### src/rtl/uart_alu_sequencer.sv
// Frame controller between UART RX/TX and a combinational ALU.
// Collects A, B, opcode; sends the registered result; aborts stale frames.
module uart_alu_sequencer #(
  parameter int DBIT  = 8,
  parameter int NB_OP = 6,
  parameter int TMO   = 4800,
  parameter int TW    = 13
) (
  input  logic             clk,
  input  logic             reset,
  input  logic             s_tick,
  input  logic             rx_done_tick,
  input  logic [DBIT-1:0]  rx_data,
  input  logic             tx_done_tick,
  input  logic [DBIT-1:0]  alu_result,
  output logic [DBIT-1:0]  alu_a,
  output logic [DBIT-1:0]  alu_b,
  output logic [NB_OP-1:0] alu_op,
  output logic             tx_start,
  output logic [DBIT-1:0]  tx_data,
  output logic             busy,
  output logic             timeout,
  output logic             overrun
);

  typedef enum logic [2:0] {
    S_WAIT_A,
    S_WAIT_B,
    S_WAIT_OP,
    S_CALC,
    S_SEND,
    S_WAIT_TX
  } state_t;

  state_t        state;
  logic [TW-1:0] cnt;
  logic          tmo_hit;

  assign tmo_hit = s_tick && (cnt == TW'(TMO - 1));

  always_ff @(posedge clk or posedge reset) begin
    if (reset) begin
      state    <= S_WAIT_A;
      cnt      <= '0;
      alu_a    <= '0;
      alu_b    <= '0;
      alu_op   <= '0;
      tx_start <= 1'b0;
      tx_data  <= '0;
      busy     <= 1'b0;
      timeout  <= 1'b0;
      overrun  <= 1'b0;
    end else begin
      tx_start <= 1'b0;
      timeout  <= 1'b0;
      case (state)
        S_WAIT_A: begin
          if (rx_done_tick) begin
            alu_a <= rx_data;
            cnt   <= '0;
            state <= S_WAIT_B;
          end
        end
        S_WAIT_B: begin
          // an arriving byte always wins over an expiring tick
          if (rx_done_tick) begin
            alu_b <= rx_data;
            cnt   <= '0;
            state <= S_WAIT_OP;
          end else if (tmo_hit) begin
            cnt     <= '0;
            timeout <= 1'b1;
            state   <= S_WAIT_A;
          end else if (s_tick) begin
            cnt <= cnt + 1'b1;
          end
        end
        S_WAIT_OP: begin
          if (rx_done_tick) begin
            alu_op <= rx_data[NB_OP-1:0];
            cnt    <= '0;
            busy   <= 1'b1;
            state  <= S_CALC;
          end else if (tmo_hit) begin
            cnt     <= '0;
            timeout <= 1'b1;
            state   <= S_WAIT_A;
          end else if (s_tick) begin
            cnt <= cnt + 1'b1;
          end
        end
        S_CALC: begin
          tx_data  <= alu_result;
          tx_start <= 1'b1;
          state    <= S_SEND;
        end
        S_SEND: begin
          state <= S_WAIT_TX;
        end
        S_WAIT_TX: begin
          if (tx_done_tick) begin
            busy  <= 1'b0;
            state <= S_WAIT_A;
          end
        end
        default: begin
          busy  <= 1'b0;
          state <= S_WAIT_A;
        end
      endcase
      if (rx_done_tick && busy)
        overrun <= 1'b1;
    end
  end

endmodule

### config.mk
export PLATFORM = sky130hd
export DESIGN_NAME = uart_alu_sequencer
export DESIGN_NICKNAME = d
export VERILOG_FILES = /design/src/rtl/uart_alu_sequencer.sv
export SDC_FILE = /design/constraint.sdc
export NUM_CORES = 1
export LEC_CHECK = 0
export ABC_AREA = 1
export BUFFER_PORTS_ARGS = -buffer_cell sky130_fd_sc_hd__buf_2
export CAP_MARGIN = 20
export CORE_UTILIZATION = 48
export DETAILED_ROUTE_END_ITERATION = 6
export PLACE_DENSITY_LB_ADDON = 0.3
export SETUP_SLACK_MARGIN = 0.02
export SLEW_MARGIN = 30
export SYNTH_ARGS = -nofsm -noshare
export SYNTH_HDL_FRONTEND = slang
export SYNTH_SLANG_ARGS = --single-unit
export TNS_END_PERCENT = 20
### constraint.sdc
create_clock -name clk -period 1.55 [get_ports clk]
set_input_delay 0.31 -clock clk [delete_from_list [all_inputs] [get_ports clk]]
set_output_delay 0.31 -clock clk [all_outputs]
set_load 0.05 [all_outputs]
Word-level counts from Yosys, hierarchy flattened
Cells that the tools add are included.
Word-level totals
  bits in registers: 50
  output and inout port bits: 34
Operators by class
  eq/ne operators: 10
  mux-type cells: 18
  bitwise logic cells: 1
  reductions and logical operators: 12
  add/subtract/negate cells: 1
Operator list (number)
  13-bit 2-to-1 mux: 4
  13-bit one-hot mux with 2 select lines: 1
  3-bit one-hot mux with 6 select lines: 1
  3-bit 2-to-1 mux: 5
  13-bit by 1-bit adder with 13-bit output (second input constant): 1
  13-bit == test (second input constant): 1
  2-bit AND reduction: 4
  3-bit by 2-bit == test with 1-bit output (second input constant): 2
  3-bit == test (second input constant): 2
  1-bit 2-to-1 mux: 6
  2-bit inequality test (second input constant): 3
  3-bit AND reduction: 2
  4-bit by 1-bit inequality test with 1-bit output (second input constant): 1
  4-bit OR reduction: 1
  3-bit by 1-bit == test with 1-bit output (second input constant): 1
  3-bit zero test: 1
  1-bit one-hot mux with 3 select lines: 1
  1-bit logical AND: 2
  2-bit nonzero test: 1
  2-bit OR reduction: 1
  1-bit NOT: 1

Depth between registers and ports, before layout
  word-level depth: 5
  depth in mapped cells: 12
  depth with buffers taken out: 10

Worst setup path after synthesis
Ideal clock, no wire load.
  kind: register to register
  start point: register cnt[0]
  end point: register cnt[0]
  data required time: 1.474 ns
  setup slack: 0.184 ns
  arrival: 1.290 ns
  buffers on the path: 0
  cell stages (with the launch flop): 9
  setup time: 0.076 ns
  clock period less this slack: 1.366 ns
  path through: dfrtp_1 ha_1 nand3_1 nor2_1 nand2_1 nand2_1 nor2_1 nand2_1 o21ai_1
Between the ends
  longest elaborated chain between the ends: 5
  elaborated cells on any way between the ends: 9
  classes of those cells: 1 x add/sub; 2 x eq/ne; 4 x mux; 2 x reduce/logical
Ends and longest elaborated chain
  start: declaration: RTL line 36  | logic [TW-1:0] cnt;
  start signal: assignment: RTL line 75  | cnt <= cnt + 1'b1;
  start signal: assignment: RTL line 89  | cnt <= cnt + 1'b1;
  13-bit by 1-bit adder with 13-bit output / 13-bit == test (equally long branches): RTL line 75, 89, 39
  13-bit 2-to-1 mux / 1-bit logical AND (equally long branches): RTL line 74, 88, 39
  13-bit 2-to-1 mux: RTL line 70  | end else if (tmo_hit) begin
  13-bit 2-to-1 mux: RTL line 79  | if (rx_done_tick) begin
  13-bit one-hot mux with 2 select lines: RTL line 56  | case (state)
Parallel ways exist; a longest one is shown, timed or not. The select of a mux whose other input is x is not followed.
A chain may end at the register's enable or synchronous reset.

Worst setup path in the final report
  start point: register state[1]
  end point: register cnt[6]
Between the ends
  longest elaborated chain between the ends: 4
  elaborated cells on any way between the ends: 9
  classes of those cells: 4 x eq/ne; 1 x mux; 4 x reduce/logical
Ends and longest elaborated chain
  start: declaration: RTL line 35  | state_t state;
  start signal: assignment: RTL line 43  | state <= S_WAIT_A;
  start signal: assignment: RTL line 61  | state <= S_WAIT_B;
  start signal: assignment: RTL line 69  | state <= S_WAIT_OP;
  3-bit by 2-bit == test with 1-bit output / 3-bit by 1-bit == test with 1-bit output (equally long branches): RTL line 56
  2-bit OR reduction (no source line)
  4-bit by 1-bit inequality test with 1-bit output (no source line) / 2-bit nonzero test (equally long branches)
  3-bit AND reduction (no source line)
Parallel ways exist; a longest one is shown, timed or not.

==> impl_metrics.tcl <==
set metrics [dict create \
    start_kind "register" \
    async_flop_share_pct 100.0 \
    vdd_ir_drop_max_mv 1.535 \
    max_freq_ghz 0.7053 \
    post-route-util_pct 60.66 \
    p_per_area_nw_per_um2 2099 \
    seqCellArea_um2 1252 \
    worstMarginPinSlew_ns 0.2907 \
    grt_pass1_wl_um 8445 \
    grt_max_degree 51 \
    skew_ns 0.01087 \
    r2r_setup_slack_ns 0.13 \
    r2r_cells 11 \
    dp_hpwl_um 3491 \
    layout_setup_ws_ns 0.1322 \
    max_slew_margin_pct 80.60 \
    cts.path.max_buffers 2 \
    yosysMostFrequentCell "nand2_1" \
    start_util_pct 49.97 \
    nFillCells 436 \
    dr.pass1.iters 4 \
    cts_tree "done" \
    syn_nets 318 \
    rr_endpoint "cnt[6]" \
    end_kind "register" \
    placed_area_um2 2749 \
    cp.arrival_ns 1.63 \
    hold_class "in2async" \
    initialDrtViolationCount 71 \
    wl_met3_um 191 \
    io_pins 55 \
    design_area_um2 2884 \
    fin_crit_sh_pct 91.47 \
    n_antenna_cell 0 \
    postSynthAreaPerCell_um2 8.027 \
    wl_met1_um 2355 \
    ant_nets 0 \
    status "complete, no violations" \
    place_ws_ns 0.06670 \
    dieArea_um2 5235 \
    ys_top_cells_by_area "dfrtp_1 53%, nand2_1 16%, inv_1 5.5%" \
    rsz0062_at_grt "yes" \
    yosys.area.top_type "dfrtp_1" \
    clkTransAtPathRegs_ns 0.10 \
    setup_viol 0 \
    worstPathRequired_ns 1.76 \
    via_per_inst 4.737 \
    ctsHoldBuffers 0 \
    yosys_register_bits 50 \
    synth_common_cells "104 x nand2_1, 50 x dfrtp_1, 35 x inv_1, 26 x o21ai_0" \
    grtUsageTotal_pct 20.77 \
    syn_area_um2 2376 \
    core.rowCount 25 \
    die_h_um 72.36 \
    grt_antenna_before_repair 0 \
    ys_seq_area_share_pct 52.66 \
    reg2reg_from "state[1]" \
    fin_hold_ws_ns 0.02425 \
    gp_congestion 0.8488 \
    portBuffers 54 \
    wl_per_cell_um 11.28 \
    nets 383 \
    first_global_vias 1927 \
    cts_root_buf "clkbuf_8" \
    clk_latency_ns 0.31 \
    syn2layout_area_growth_pct 21.38 \
    cts_buffers 5 \
    coreArea_um2 4755 \
    maxSlewViolCount 0 \
    clkSinkCount 50 \
    remaining_drc_errors 0 \
    cap_violations 0 \
    syn_inst 296 \
    final.min_clock_period_ns 1.418 \
    wl_um 4841 \
    setup.worst_path.end "cnt[6]" \
    drive_gt1_share_pct 26.24 \
    synth_cell_types 25 \
    hold_viol 0 \
    synth_top_cell_area_share_pct 52.66 \
    synth_warnings 0 \
    synth_edf_count 0 \
    path_class "reg2reg" \
    synthFlopType "dfrtp_1" \
    vias 2032 \
    crit_fanout 7 \
    h-tree-depth 2 \
    grt-ovfl-total 0 \
    multi_input_area_um2 942.2 \
    fp.dieW_um 72.36 \
    met2WireLength_um 2233 \
    cellLeakagePower_nw 1.571 \
    top_layer "met4" \
    worstSetupStartpoint "state[1]" \
]
[through the flow]
stage | cells | setup TNS [ns] | power, mW
2_1_floorplan | 296 | 0 | 4.567
3_3_place_gp | 419 | 0 | 5.194
3_5_place_dp | 419 | 0 | 5.251
4_1_cts | 427 | 0 | 6.041
5_1_grt | 429 | -0.01424 | 6.471
6_report | 429 | 0 | 6.053
[routing by layer]
metal,track usage [%],up-vias
met5,0,-
met4,6.536,0
met3,5.139,6
met2,34.16,38
met1,27.09,938
li1,-,1050
[kinds of logic after synthesis]
| family | Yosys count | synth area share, % |
|---|---|---|
| fa+ha+maj | 1 | 0.5265 |
| simple gates | 160 | 28.75 |
| flops | 50 | 52.66 |
| buf+inv | 46 | 8.741 |
| compound gates | 39 | 9.320 |
[worst min path at each step]
stage	startpoint	end	slack, ns	depth (start not counted)
5_1_grt	reset	alu_a[7]	0.06	3
3_3_place_gp	reset	cnt[3]	0.37	3
4_1_cts	reset	alu_b[6]	0.03	3
6_report	reset	alu_op[1]	0.02	3
3_5_place_dp	reset	cnt[5]	0.37	3
2_1_floorplan	alu_result[0]	tx_data[0]	0.42	2
[cell usage in the layout, fill, tap and decap left out, types with 5 or more instances in the layout]
| cell type | instances |
|---|---|
| o21ai_0 | 26 |
| dfrtp_1 | 49 |
| nand3_1 | 20 |
| a21oi_1 | 5 |
| nand2_1 | 103 |
| buf_4 | 10 |
| inv_2 | 5 |
| buf_2 | 54 |
| clkbuf_8 | 5 |
| inv_1 | 33 |
| nor2_1 | 19 |
[repair_timing]
item                                    CTS  global route
setup buffers                             0             2
gates resized for setup                   0             8
endpoints found under the setup margin    0            14
[area by class of cell]
| cell class | count | area share (%) |
|---|---|---|
| inverter | 39 | 5.076 |
| clock inverter | 3 | 0.8677 |
| multi-input combinational | 200 | 32.67 |
| sequential | 50 | 43.43 |
| tap | 67 | 2.907 |
| clock buffer | 5 | 2.386 |
| timing repair buffer | 65 | 12.67 |
[flip-flops by register name, indices dropped and copies added, names as in the netlist]
signal    flops
alu_a         8
state         3
timeout       1
alu_b         8
busy          1
overrun       1
cnt          13
alu_op        6
tx_data       8
tx_start      1
[power by group]
part	internal, mW	total [mW]	switching [mW]
Combinational	0.807	3.22	2.42
Clock	0.326	0.787	0.460
Sequential	1.75	2.04	0.290
[worst max-delay path: stages, from the launching register on]
cell and delay [ns]:
dfrtp_2 0.49, nor2_2 0.16, nand2_2 0.08, nand2_1 0.07
nand2_1 0.06, nand2_2 0.08, buf_4 0.16, nor2_4 0.04
nand2_1 0.05, nand2_1 0.04, nand2_1 0.06, inv_1 0.03
No activity file was read; power rests on OpenSTA's default activity.
